**config.mk**
```make
export PLATFORM = sky130hd
export DESIGN_NAME = fpu_sched
export DESIGN_NICKNAME = d
export VERILOG_FILES = /design/src/rtl/fpu_sched_pkg.sv /design/src/rtl/fpu_sched.sv
export SDC_FILE = /design/constraint.sdc
export NUM_CORES = 1
export LEC_CHECK = 0
export ABC_AREA = 1
export CORE_ASPECT_RATIO = 1.1
export CORE_MARGIN = 2
export CORE_UTILIZATION = 33
export CTS_CLUSTER_SIZE = 40
export DETAILED_ROUTE_END_ITERATION = 8
export GPL_ROUTABILITY_DRIVEN = 0
export PLACE_DENSITY = 0.71
export SLEW_MARGIN = 40
export SYNTH_ARGS = -nofsm -noshare
export SYNTH_HDL_FRONTEND = slang
export SYNTH_SLANG_ARGS = --single-unit
export TNS_END_PERCENT = 1
```
**constraint.sdc**
```tcl
create_clock -name clk -period 3.4 [get_ports clk]
set_clock_uncertainty 0.2 [all_clocks]
set_input_delay 0.68 -clock clk [delete_from_list [all_inputs] [get_ports clk]]
set_output_delay 0.68 -clock clk [all_outputs]
set_load 0.005 [all_outputs]
```
**src/rtl/fpu_sched_pkg.sv**
```systemverilog
// Shared types and constants for the FPU issue scheduler.
// Holds the scheduler state enum, the FPU opcode width and the quiet-NaN
// value delivered when an operation times out.
package fpu_sched_pkg;

  typedef enum logic [2:0] {
    IDLE  = 3'd0,
    START = 3'd1,
    BUSY  = 3'd2,
    DONE  = 3'd3,
    DRAIN = 3'd4
  } sched_state_e;

  localparam int          FPU_OP_W = 5;
  localparam logic [31:0] QNAN     = 32'h7FC00000;

endpackage

```
**src/rtl/fpu_sched.sv**
```systemverilog
// fpu_sched: single-outstanding FPU scheduler between exec stage, FPU and writeback.
// Latency: accept -> fpu_start next cycle; fpu_fin -> wb_valid next cycle (min 2 cycles accept-to-wb_valid).
// Backpressure: issue_ready drops while an op is in flight or its result waits on wb_ready; stall = issue_valid & !issue_ready.
// Ports: clk/rst (sync, active-high); issue_* (exec handshake + opcode/operands/rd);
//   fpu_start/fpu_op/fpu_src0/fpu_src1 to the FPU, fpu_fin/fpu_result back; flush (kill in-flight op);
//   stall; wb_valid/wb_ready/wb_rd/wb_result (writeback handshake); timeout_err (sticky).
// Optional feature: define FPU_TIMEOUT_EN to add the BUSY/DRAIN watchdog of TIMEOUT_CYC cycles.
module fpu_sched
  import fpu_sched_pkg::*;
#(
  parameter int TIMEOUT_CYC = 64
) (
  input  logic                clk,
  input  logic                rst,
  input  logic                issue_valid,
  output logic                issue_ready,
  input  logic [FPU_OP_W-1:0] issue_fpuop,
  input  logic [31:0]         issue_src0,
  input  logic [31:0]         issue_src1,
  input  logic [5:0]          issue_rd,
  output logic                fpu_start,
  output logic [FPU_OP_W-1:0] fpu_op,
  output logic [31:0]         fpu_src0,
  output logic [31:0]         fpu_src1,
  input  logic                fpu_fin,
  input  logic [31:0]         fpu_result,
  input  logic                flush,
  output logic                stall,
  output logic                wb_valid,
  input  logic                wb_ready,
  output logic [5:0]          wb_rd,
  output logic [31:0]         wb_result,
  output logic                timeout_err
);

  sched_state_e        state;
  logic [FPU_OP_W-1:0] op_q;
  logic [31:0]         src0_q;
  logic [31:0]         src1_q;
  logic [5:0]          rd_q;
  logic [31:0]         res_q;
  logic                accept;
  logic                tmo_fire;  // watchdog actually ends the op this cycle

  // A result can be retired and a new op accepted in the same DONE cycle.
  // Gated by rst so every output reads 0 while reset is held.
  assign issue_ready = !rst && ((state == IDLE) || (state == DONE && wb_ready && !flush));
  assign stall       = !rst && issue_valid && !issue_ready;
  assign accept      = issue_valid && issue_ready && !flush;

  assign fpu_op    = op_q;
  assign fpu_src0  = src0_q;
  assign fpu_src1  = src1_q;
  assign wb_rd     = rd_q;
  assign wb_result = res_q;

`ifdef FPU_TIMEOUT_EN
  localparam int CNT_W = $clog2(TIMEOUT_CYC + 1);
  logic [CNT_W-1:0] tmo_cnt;
  logic             tmo_err_q;
  logic             tmo_hit;

  // Counter keeps running from BUSY into DRAIN, so a flushed op gets no fresh budget.
  assign tmo_hit  = (state == BUSY || state == DRAIN) && (tmo_cnt >= CNT_W'(TIMEOUT_CYC - 1));
  assign tmo_fire = tmo_hit && !fpu_fin && !(state == BUSY && flush);

  always_ff @(posedge clk) begin
    if (rst) begin
      tmo_cnt   <= '0;
      tmo_err_q <= 1'b0;
    end else begin
      if (state == BUSY || state == DRAIN) tmo_cnt <= tmo_cnt + 1'b1;
      else                                 tmo_cnt <= '0;
      if (tmo_fire) tmo_err_q <= 1'b1;
    end
  end

  assign timeout_err = tmo_err_q;
`else
  assign tmo_fire    = 1'b0;
  assign timeout_err = 1'b0;
`endif

  always_ff @(posedge clk) begin
    if (rst) begin
      state     <= IDLE;
      op_q      <= '0;
      src0_q    <= '0;
      src1_q    <= '0;
      rd_q      <= '0;
      res_q     <= '0;
      fpu_start <= 1'b0;
      wb_valid  <= 1'b0;
    end else begin
      fpu_start <= 1'b0;
      wb_valid  <= 1'b0;
      if (accept) begin
        op_q   <= issue_fpuop;
        src0_q <= issue_src0;
        src1_q <= issue_src1;
        rd_q   <= issue_rd;
      end
      case (state)
        IDLE: begin
          if (accept) begin
            state     <= START;
            fpu_start <= 1'b1;
          end
        end
        START, BUSY: begin
          // flush outranks a same-cycle fin: the op is killed, result dropped in DRAIN
          if (flush) begin
            state <= DRAIN;
          end else if (fpu_fin) begin
            res_q    <= fpu_result;
            state    <= DONE;
            wb_valid <= 1'b1;
          end else if (tmo_fire) begin
            res_q    <= QNAN;
            state    <= DONE;
            wb_valid <= 1'b1;
          end else begin
            state <= BUSY;
          end
        end
        DONE: begin
          if (flush) begin
            state <= IDLE;
          end else if (wb_ready) begin
            if (accept) begin
              state     <= START;
              fpu_start <= 1'b1;
            end else begin
              state <= IDLE;
            end
          end else begin
            wb_valid <= 1'b1;
          end
        end
        DRAIN: begin
          if (fpu_fin || tmo_fire) state <= IDLE;
        end
        default: state <= IDLE;
      endcase
    end
  end

endmodule

```
==> key figures <==
Place
  • PortBufs: 223
  • Inst Count DP: around 860
  • Post-DP HPWL: 8216 µm
  • Cell Area, Placed: 6269 µm²

Finish
  • Share of layout cells above drive strength 1: under 10%
  • Syn-to-layout area delta: 63.83%
  • Most frequent cells in the layout: 223 x clkdlybuf4s50_1, 221 x nor2_1, 112 x dfxtp_1
  • Storage cell area: 2242 µm²
  • Fill cells: 1089
  • Post-layout net count: 827
  • Number of diodes: 0
  • Commonest non-fill, non-tap cell in the layout: clkdlybuf4s50_1
  • Multi-input logic area: 1506 µm²
  • Finished Cell Area: between 6000 and 7000 µm²
  • Layout Cells excl Fill: 873

STA
  • Endpoints failing setup: 0
  • Final Hold Viols: 0
  • Max Freq: about 330 MHz
  • Unrepaired setup endpoints after global routing: no
  • Max_slew headroom: 54.91%
  • Final Critical Period: ~3000 ps
  • Worst-Margin Slew: 676.4 ps
  • Pins Over Slew Limit: 0
  • Post-route setup TNS: 0 ps
  • Final period utilization: 88.40%

Synth
  • Mapped Area: 4009 µm²
  • Post-synthesis register bit count: 112
  • Syn Nets: slightly above 600
  • Syn Inst Count: 509
  • Post-Syn Area per Cell: 7.876 µm²
  • Ys Warns: 0
  • Register area share after synthesis: between 50 and 60%
  • Synth cell types: 20

Floorplan
  • Top Ports: about 230
  • Die span in x: 109.1 µm
  • Die height: 119.6 µm
  • Core box area: 11930 µm²
  • Rows: 42
  • Die area: 13050 µm²
  • Initial Util: 33.61%

Clock tree
  • Root buf cell: clkbuf_16
  • Clock Pin Slew Worst Setup and Hold Paths: 70 ps
  • TritonCTS buffer count: 9
  • H-tree levels: 3
  • Clk buf depth: 2
  • Post-CTS sizing: 0
  • Post-CTS Setup Bufs: 0
  • CTS tree: done
  • Hold-fix buffers, CTS: 0
  • CTS Sinks: 112
  • Clk Latency, worst-skew pair: 330 ps

GRT
  • Total grt overflow: 0
  • Wire length of the first global-routing pass: 17910 µm
  • Gr usage total: 17.17%
  • Met1 GRT Util: about a fifth
  • Vias in the first global route: approximately 3800
  • Initial antenna violation count: 0
  • Largest net degree at the start of global routing: 76
  • M3 GR Usage: 5.703%
  • Grt peak-use layer: met2
  • GR met2 Demand/Resource: 29.93%

Detailed routing
  • WL/cell: about 13 µm
  • ANT nets after route: 0
  • Remaining DRCs: 0
  • Initial DRC Count: 240
  • Via density: between 4 and 5
  • Final wirelength: about 12000 µm
  • Drt first pass iters: 5
  • DR vias: 3974

Setup path
  • Crit. End Element: output pin
  • Worst path max stage delay: 500 ps
  • WP buf/inv: 4
  • Cells along the critical path: clkdlybuf4s50_1 -> inv_1 -> nor2_1 -> nand2_2 -> nand2_4 -> nand2_1 -> inv_1 -> clkdlybuf4s50_1
  • WP data arrival: 2130 ps
  • Startpoint Class: primary input
  • Critical path fanouts, max: 4
  • Data required time of the worst path: 2520 ps
  • Slowest cell on crit path: clkdlybuf4s50_1
  • WS Path Type: primary input to output pin
  • Top Family by Delay on Critical Path: buffers and inverters

Run
  • Max-cap viol count: 0

Outcome
  • Run status: complete, no violations

Power
  • P_int: 2.327 mW
  • Clock power frac: 34.3%
  • Lkg Pwr: about 2.5 nW
  • Switch share: 23.81%
  • Psw: 727.3 µW
  • Pwr per Cell Area: 465.1 nW/µm²
  • Peak supply drop: slightly above 300 µV
  • Comb pwr share: 18.3%
  • Part of the power in registers: 47.4%

Hold path
  • Worst min path class: flop to flop
cell families after synthesis:
logic type      share of synthesized area [%]
simple gates                            23.38
other cells                           0.09354
buf+inv                                 6.492
flops                                   55.93
compound gates                          14.11
final cells by class:
| type | count | area share, % |
|---|---|---|
| inverters | 10 | 0.5715 |
| well taps | 154 | 2.934 |
| flip-flops and latches | 112 | 34.14 |
| multi-input cells | 352 | 22.94 |
| repair buffers | 229 | 34.86 |
| clock buffers | 11 | 3.696 |
| clock inverters | 5 | 0.8573 |
synthesized netlist by cell type:
| cell type | count | area [µm²] |
|---|---|---|
| nand2_1 | 8 | 30.03 |
| clkbuf_1 | 18 | 67.56 |
| o21ai_1 | 15 | 75.07 |
| nand3_1 | 3 | 15.01 |
| o21a_1 | 1 | 7.510 |
| nor2_4 | 2 | 22.52 |
| buf_2 | 4 | 20.02 |
| buf_4 | 3 | 22.52 |
| a21oi_1 | 2 | 10.01 |
| inv_1 | 7 | 26.28 |
| nand2_4 | 2 | 22.52 |
| conb_1 | 1 | 3.750 |
| buf_6 | 10 | 112.6 |
| nor2_1 | 221 | 829.6 |
| nand2_2 | 2 | 12.51 |
| nor3_1 | 1 | 5.000 |
| a211oi_1 | 1 | 7.510 |
| dfxtp_1 | 112 | 2242 |
| inv_2 | 3 | 11.26 |
| o21ai_0 | 93 | 465.5 |
power groups by stage:
stage,registers (mW),logic (mW),clock network (mW)
floorplan,1.48,0.212,0
global placement,1.47,0.552,0
detailed placement,1.48,0.559,0
CTS,1.45,0.564,1.08
global route,1.46,0.612,1.13
finish,1.45,0.558,1.05
path summary, 6_finish.rpt:
check / from / end / slack [ps] / cells past startpoint
worst min-delay path: fpu_src1[27] / fpu_src1[27] / 280 / 2
worst min register to register: fpu_src1[27] / fpu_src1[27] / 280 / 2
worst max register to register: state[2] / fpu_src1[0] / 1430 / 7
worst max-delay path: wb_ready / issue_ready / 390 / 8
worst register-to-register path, stage by stage, from the launching register on:
cell     delay (ps)
dfxtp_1         370
inv_1            90
nand2_1         160
nand2_4          90
nand2_4          70
buf_4           530
o21ai_0         290
nor2_1          130
per-layer routing:
layer  vias up  part of all wire (%)
met2       150                    48
li1       2029                     -
met3        20                   9.1
met5         -                     0
met4         0                   2.0
met1      1775                    41
registers in the layout, indices dropped and copies added (netlist names):
| name | cells |
|---|---|
| fpu_start | 1 |
| state | 3 |
| fpu_op | 5 |
| wb_valid | 1 |
| wb_result | 32 |
| fpu_src0 | 32 |
| wb_rd | 6 |
| fpu_src1 | 32 |
per-stage QoR:
step	hold WS [ps]	setup WS, ps	total power, mW	util (%)
2_1_floorplan	277.1	1306	1.695	-
3_3_place_gp	264.1	421.2	2.026	52.55
3_5_place_dp	269.0	432.3	2.037	52.55
4_1_cts	285.1	378.5	3.096	55.06
5_1_grt	306.4	293.7	3.199	55.06
6_report	279.4	394.2	3.054	55.06
No activity file was read; power rests on OpenSTA's default activity.
